$ cat src/rtl/counter_pkg.sv
// Shared encodings for the quadrature decoder: phase words, prime FSM
// states, direction values and the transition classifier.
package counter_pkg;

    localparam logic [1:0] PH_00 = 2'b00;
    localparam logic [1:0] PH_01 = 2'b01;
    localparam logic [1:0] PH_11 = 2'b11;
    localparam logic [1:0] PH_10 = 2'b10;

    localparam logic DIR_UP = 1'b1;
    localparam logic DIR_DN = 1'b0;

    typedef enum logic [1:0] {
        PRIME0,
        PRIME1,
        PRIME2,
        TRACK
    } prime_state_t;

    typedef enum logic [1:0] {
        MV_NONE,
        MV_FWD,
        MV_REV,
        MV_ILL
    } move_t;

    // Classify one sampled phase transition; anything not one Gray step is illegal.
    function automatic move_t decode_move(
        input logic [1:0] prev,
        input logic [1:0] ph
    );
        move_t mv;
        mv = MV_ILL;
        case ({prev, ph})
            {PH_00, PH_00},
            {PH_01, PH_01},
            {PH_11, PH_11},
            {PH_10, PH_10}: mv = MV_NONE;
            {PH_00, PH_01},
            {PH_01, PH_11},
            {PH_11, PH_10},
            {PH_10, PH_00}: mv = MV_FWD;
            {PH_00, PH_10},
            {PH_10, PH_11},
            {PH_11, PH_01},
            {PH_01, PH_00}: mv = MV_REV;
            default:        mv = MV_ILL;
        endcase
        return mv;
    endfunction

endpackage

$ cat src/rtl/sync_2ff.sv
// Two-flop synchronizer for one asynchronous input bit.
// Both stages reset to 0.
module sync_2ff (
    input  logic clk,
    input  logic reset,
    input  logic d,
    output logic q
);

    logic meta_q;
    logic sync_q;
    logic meta_d;
    logic sync_d;

    always_comb begin
        meta_d = d;
        sync_d = meta_q;
    end

    always_ff @(posedge clk or posedge reset) begin
        if (reset) begin
            meta_q <= 1'b0;
            sync_q <= 1'b0;
        end else begin
            meta_q <= meta_d;
            sync_q <= sync_d;
        end
    end

    assign q = sync_q;

endmodule

$ cat src/rtl/quadrature_decoder.sv
// Quadrature A/B decoder: synchronizes the phases, primes a reference,
// then emits step/dir/err pulses and keeps a wrapping position count.
module quadrature_decoder
    import counter_pkg::*;
#(
    parameter int N = 4
) (
    input  logic         clk,
    input  logic         reset,
    input  logic         enc_a,
    input  logic         enc_b,
    input  logic         clear,
    output logic [N-1:0] count,
    output logic         dir,
    output logic         step,
    output logic         err,
    output logic         err_flag
);

    localparam logic [N-1:0] ONE = N'(1);

    logic a_s;
    logic b_s;
    logic [1:0] ph;
    move_t mv;

    prime_state_t state_q, state_d;
    logic [1:0]   prev_q, prev_d;
    logic [N-1:0] count_q, count_d;
    logic         dir_q, dir_d;
    logic         step_q, step_d;
    logic         err_q, err_d;
    logic         err_flag_q, err_flag_d;

    sync_2ff u_sync_a (
        .clk   (clk),
        .reset (reset),
        .d     (enc_a),
        .q     (a_s)
    );

    sync_2ff u_sync_b (
        .clk   (clk),
        .reset (reset),
        .d     (enc_b),
        .q     (b_s)
    );

    assign ph = {a_s, b_s};
    assign mv = decode_move(prev_q, ph);

    always_comb begin
        state_d    = state_q;
        prev_d     = ph;
        count_d    = count_q;
        dir_d      = dir_q;
        step_d     = 1'b0;
        err_d      = 1'b0;
        err_flag_d = err_flag_q;

        case (state_q)
            PRIME0:  state_d = PRIME1;
            PRIME1:  state_d = PRIME2;
            PRIME2:  state_d = TRACK;
            default: state_d = TRACK;
        endcase

        if (state_q == TRACK) begin
            case (mv)
                MV_FWD: begin
                    count_d = count_q + ONE;
                    dir_d   = DIR_UP;
                    step_d  = 1'b1;
                end
                MV_REV: begin
                    count_d = count_q - ONE;
                    dir_d   = DIR_DN;
                    step_d  = 1'b1;
                end
                MV_ILL: begin
                    err_d      = 1'b1;
                    err_flag_d = 1'b1;
                end
                default: ;
            endcase
        end

        // clear beats a same-cycle step, but a same-cycle error still sticks
        if (clear) begin
            count_d    = '0;
            err_flag_d = err_d;
        end
    end

    always_ff @(posedge clk or posedge reset) begin
        if (reset) begin
            state_q    <= PRIME0;
            prev_q     <= PH_00;
            count_q    <= '0;
            dir_q      <= DIR_UP;
            step_q     <= 1'b0;
            err_q      <= 1'b0;
            err_flag_q <= 1'b0;
        end else begin
            state_q    <= state_d;
            prev_q     <= prev_d;
            count_q    <= count_d;
            dir_q      <= dir_d;
            step_q     <= step_d;
            err_q      <= err_d;
            err_flag_q <= err_flag_d;
        end
    end

    assign count    = count_q;
    assign dir      = dir_q;
    assign step     = step_q;
    assign err      = err_q;
    assign err_flag = err_flag_q;

endmodule

$ cat config.mk
export PLATFORM = sky130hd
export DESIGN_NAME = quadrature_decoder
export DESIGN_NICKNAME = d
export VERILOG_FILES = /design/src/rtl/counter_pkg.sv /design/src/rtl/sync_2ff.sv /design/src/rtl/quadrature_decoder.sv
export SDC_FILE = /design/constraint.sdc
export NUM_CORES = 1
export LEC_CHECK = 0
export ABC_AREA = 1
export CAP_MARGIN = 20
export CORE_MARGIN = 3
export CORE_UTILIZATION = 45
export DETAILED_ROUTE_END_ITERATION = 10
export GPL_ROUTABILITY_DRIVEN = 0
export GPL_TIMING_DRIVEN = 0
export PLACE_DENSITY = 0.82
export SYNTH_ARGS = -nofsm -noshare
export SYNTH_HDL_FRONTEND = slang
export SYNTH_SLANG_ARGS = --single-unit
$ cat constraint.sdc
create_clock -name clk -period 1.95 [get_ports clk]
set_clock_uncertainty 0.15 [all_clocks]
set_input_delay 0.39 -clock clk [delete_from_list [all_inputs] [get_ports clk]]
set_output_delay 0.39 -clock clk [all_outputs]
set_load 0.05 [all_outputs]
==> metrics.yaml <==
route:
  via_count: 589
  routed_wl_um: 1493
  drt-pass1-iter-count: 4
  vias_per_cell: 4.868
  drcViolationCount: 0
  ant_nets: 0
  post_drt_wl_per_cell_um: 12.34
  drt_iter0_drc: 14
floorplan:
  start_util_pct: 49.44
  rows: 14
  die_area_mm2: 0.002268
  die_w_um: 47.62
  die_h_um: 47.62
  coreArea_mm2: 0.001577
  ioPinCount: 13
worst_setup_path:
  cp_cell_sequence: "nor2_1, nor2_1, a32oi_2, inv_2, ha_4, inv_2, nand2_2, and2_4, ha_4, a21oi_2, xor2_1, o21ai_1"
  crit_fanout: 7
  rr_worst_depth: 12
  cp-end-kind: "register"
  slowest_stage: "dfrtp_2"
  r2r_setup_slack_ns: -0.13
  rr_endpoint: "count[2]$_DFFE_PP0P_"
  startpoint: "prev_q[0]$_DFF_PP0_"
  cp.required_ns: 1.98
  crit_type: "reg2reg"
  worstPathArrival_ns: 2.10
  crit_path_start_kind: "register"
  cpPeakStageDelay_ns: 0.46
  reg2reg_from: "prev_q[0]$_DFF_PP0_"
clock_tree:
  htree_levels: 1
  clockBufferDepth: 2
  clock_latency_ns: 0.28
  cts_tree: "done"
  clock_sinks: 16
  root_buffer: "clkbuf_4"
  clk_pin_slew_ns: 0.09
  cts_buffers: 3
  cts_hold_repair.buffers: 0
outcome:
  outcome: "complete, but fails checks"
  violations: "negative setup slack"
grt:
  grt_pass1_wl_um: 2490
  grt_pass1_vias: 565
  overflow: 0
  grt_usage_pct: 16.30
  grt_max_degree: 17
  antenna_found_initial: 0
min_path:
  hold_path.startpoint: "u_sync_a.meta_q$_DFF_PP0_"
  hold_class: "reg2reg"
  whs_path_depth: 0
  hold_end: "u_sync_a.q$_DFF_PP0_"
place:
  dp_hpwl_um: 972.4
  port_buffers: 12
  place_ws_ns: -0.1629
  placed_area_um2: 940.9
  dp_cells: 112
yosys:
  syn_area_per_cell_um2: 9.280
  syn_inst: 84
  syn_area_um2: 779.5
  yosys_warnings: 0
  ys_ff_latch: 16
  synth_fp_nets: 95
  seq_area_frac_synth_pct: 51.52
  synth_cell_type_count: 20
sta:
  setup_viol: 2
  hold_viol: 0
  slew_headroom_pct: 61.08
  fin_crit_sh_pct: 106.5
  timing.final.ws_setup_ns: -0.1262
  holdWs_ns: 0.2051
  timing.fmax_mhz: 481.6
  maxSlewViolCount: 0
  rsz0062_at_grt: "true"
  tightest_slew_ns: 0.5832
  layout_min_cycle_time_ns: 2.076
cells_and_area:
  drive_gt1_share_pct: 31.43
  antenna_cells: 0
  stdcell_count: 121
  areaGrowthSynthToFinish_pct: 34.19
  layout.nets: 117
  fin_area_mm2: 0.001046
power_and_ir_drop:
  pwr-share-comb_pct: 34.5
  fin_total_pwr_uw: 939.3
  p_seq_share_pct: 42.4
  vdd_ir_drop_max_uv: 590.8
  swShare_pct: 35.90
  p_per_area_mw_per_mm2: 898.0
  power.leakage_uw: 0.0005327
  intPower_uw: 602.1
  power_frac_clock_pct: 23.2
  p_sw_uw: 337.2
flow_run:
  maxCapViolations: 0
power by group through the flow:
stage                     sequential [uW]  clock, uW  combinational, uW
after floorplan                       493          0                114
after global placement                400          0                287
after detailed placement              401          0                293
after CTS                             396        224                305
after global routing                  403        245                351
final                                 398        217                324
worst max path at each step:
stage	to
detailed placement	count[2]$_DFFE_PP0P_
finish	count[2]$_DFFE_PP0P_
floorplan	count[2]$_DFFE_PP0P_
global route	count[2]$_DFFE_PP0P_
global placement	count[2]$_DFFE_PP0P_
CTS	count[2]$_DFFE_PP0P_
kinds of logic (layout without fill, tap and decap cells):
| group | count (synthesis) | count (layout) | synth area share [%] |
|---|---|---|---|
| AO/OA/AOI/OAI | 9 | 9 | 7.543 |
| XOR/XNOR | 2 | 2 | 2.248 |
| adder cells (fa/ha/maj) | 6 | 6 | 9.631 |
| buffers and inverters | 16 | 37 | 7.704 |
| flip-flops | 16 | 16 | 51.53 |
| AND/OR/NAND/NOR | 35 | 35 | 21.35 |
cell type report:
cell class	instances	area [um2]
clock buffer	4	36.28
fill	139	530.5
inverter	16	60.06
multi-input combinational	52	379.1
sequential	16	402.9
tap	16	20.02
timing repair buffer	17	147.6
cell usage in the layout, fill, tap and decap left out, types with 2 or more instances in the layout:
| cell type | count |
|---|---|
| and2_4 | 2 |
| clkdlybuf4s50_1 | 4 |
| ha_1 | 2 |
| nand2_2 | 4 |
| nand3_1 | 4 |
| buf_4 | 5 |
| nor2_4 | 3 |
| a21oi_1 | 2 |
| nand2_1 | 16 |
| dlygate4sd2_1 | 8 |
| clkbuf_4 | 3 |
| o21ai_1 | 3 |
| inv_1 | 11 |
| nor2_1 | 4 |
| ha_4 | 3 |
| dfrtp_1 | 14 |
| inv_2 | 5 |
worst max-delay path, delay by kind of cell, from the launching register on:
kind | cells | cell delay [ns]
and+or+nand+nor | 4 | 0.36
buffers and inverters | 2 | 0.13
xor gates and xnor gates | 1 | 0.15
AOI/OAI and AO/OA | 3 | 0.36
DFF | 1 | 0.46
adders and majority gates | 2 | 0.34
state kept, by name, summed over array words and instances, names as in the netlist:
name,count
dir,1
err,1
count,4
step,1
state_q,2
err_flag,1
u_sync_a.q,1
u_sync_a.meta_q,1
u_sync_b.meta_q,1
prev_q,2
u_sync_b.q,1
synthesized netlist by cell type:
cell type	number	area (um2)
xnor2_1	1	8.760
a32oi_2	1	16.27
nand2_2	3	18.77
a21oi_1	3	15.01
or2_2	1	6.260
dfstp_2	1	26.28
nand3_1	4	20.02
inv_2	4	15.01
nand2_1	17	63.81
ha_1	6	75.07
nor2_2	3	18.77
nor2_4	1	11.26
xor2_1	1	8.760
inv_1	12	45.04
o21ai_0	1	5.000
dfrtp_1	15	375.4
and2_1	2	12.51
o21ai_1	3	15.01
nor2_1	4	15.01
o211ai_1	1	7.510
per-layer routing:
layer	GRT usage, %	share of wire (%)	vias up
li1	-	-	300
met1	20.85	44	279
met2	27.54	52	8
met3	2.632	2.9	2
met4	6.452	0.60	0
met5	0	0	-
metrics by stage:
stage                     setup TNS [ns]  utilization [%]
after global placement           -0.2141            59.68
after floorplan                 -0.06398                -
after detailed placement         -0.3144            59.68
after global routing             -0.6601            66.35
final                            -0.1920            66.35
after CTS                        -0.1671            65.08
what timing repair did:
| item | in CTS | in global routing |
|---|---|---|
| resized for setup | 14 | 3 |
| endpoints found under the setup margin | 11 | 5 |
| pin swaps | 3 | 0 |
| setup buffers | 4 | 1 |
| hold endpoints to repair | 0 | 0 |
Power figures use the tool's default switching activity.
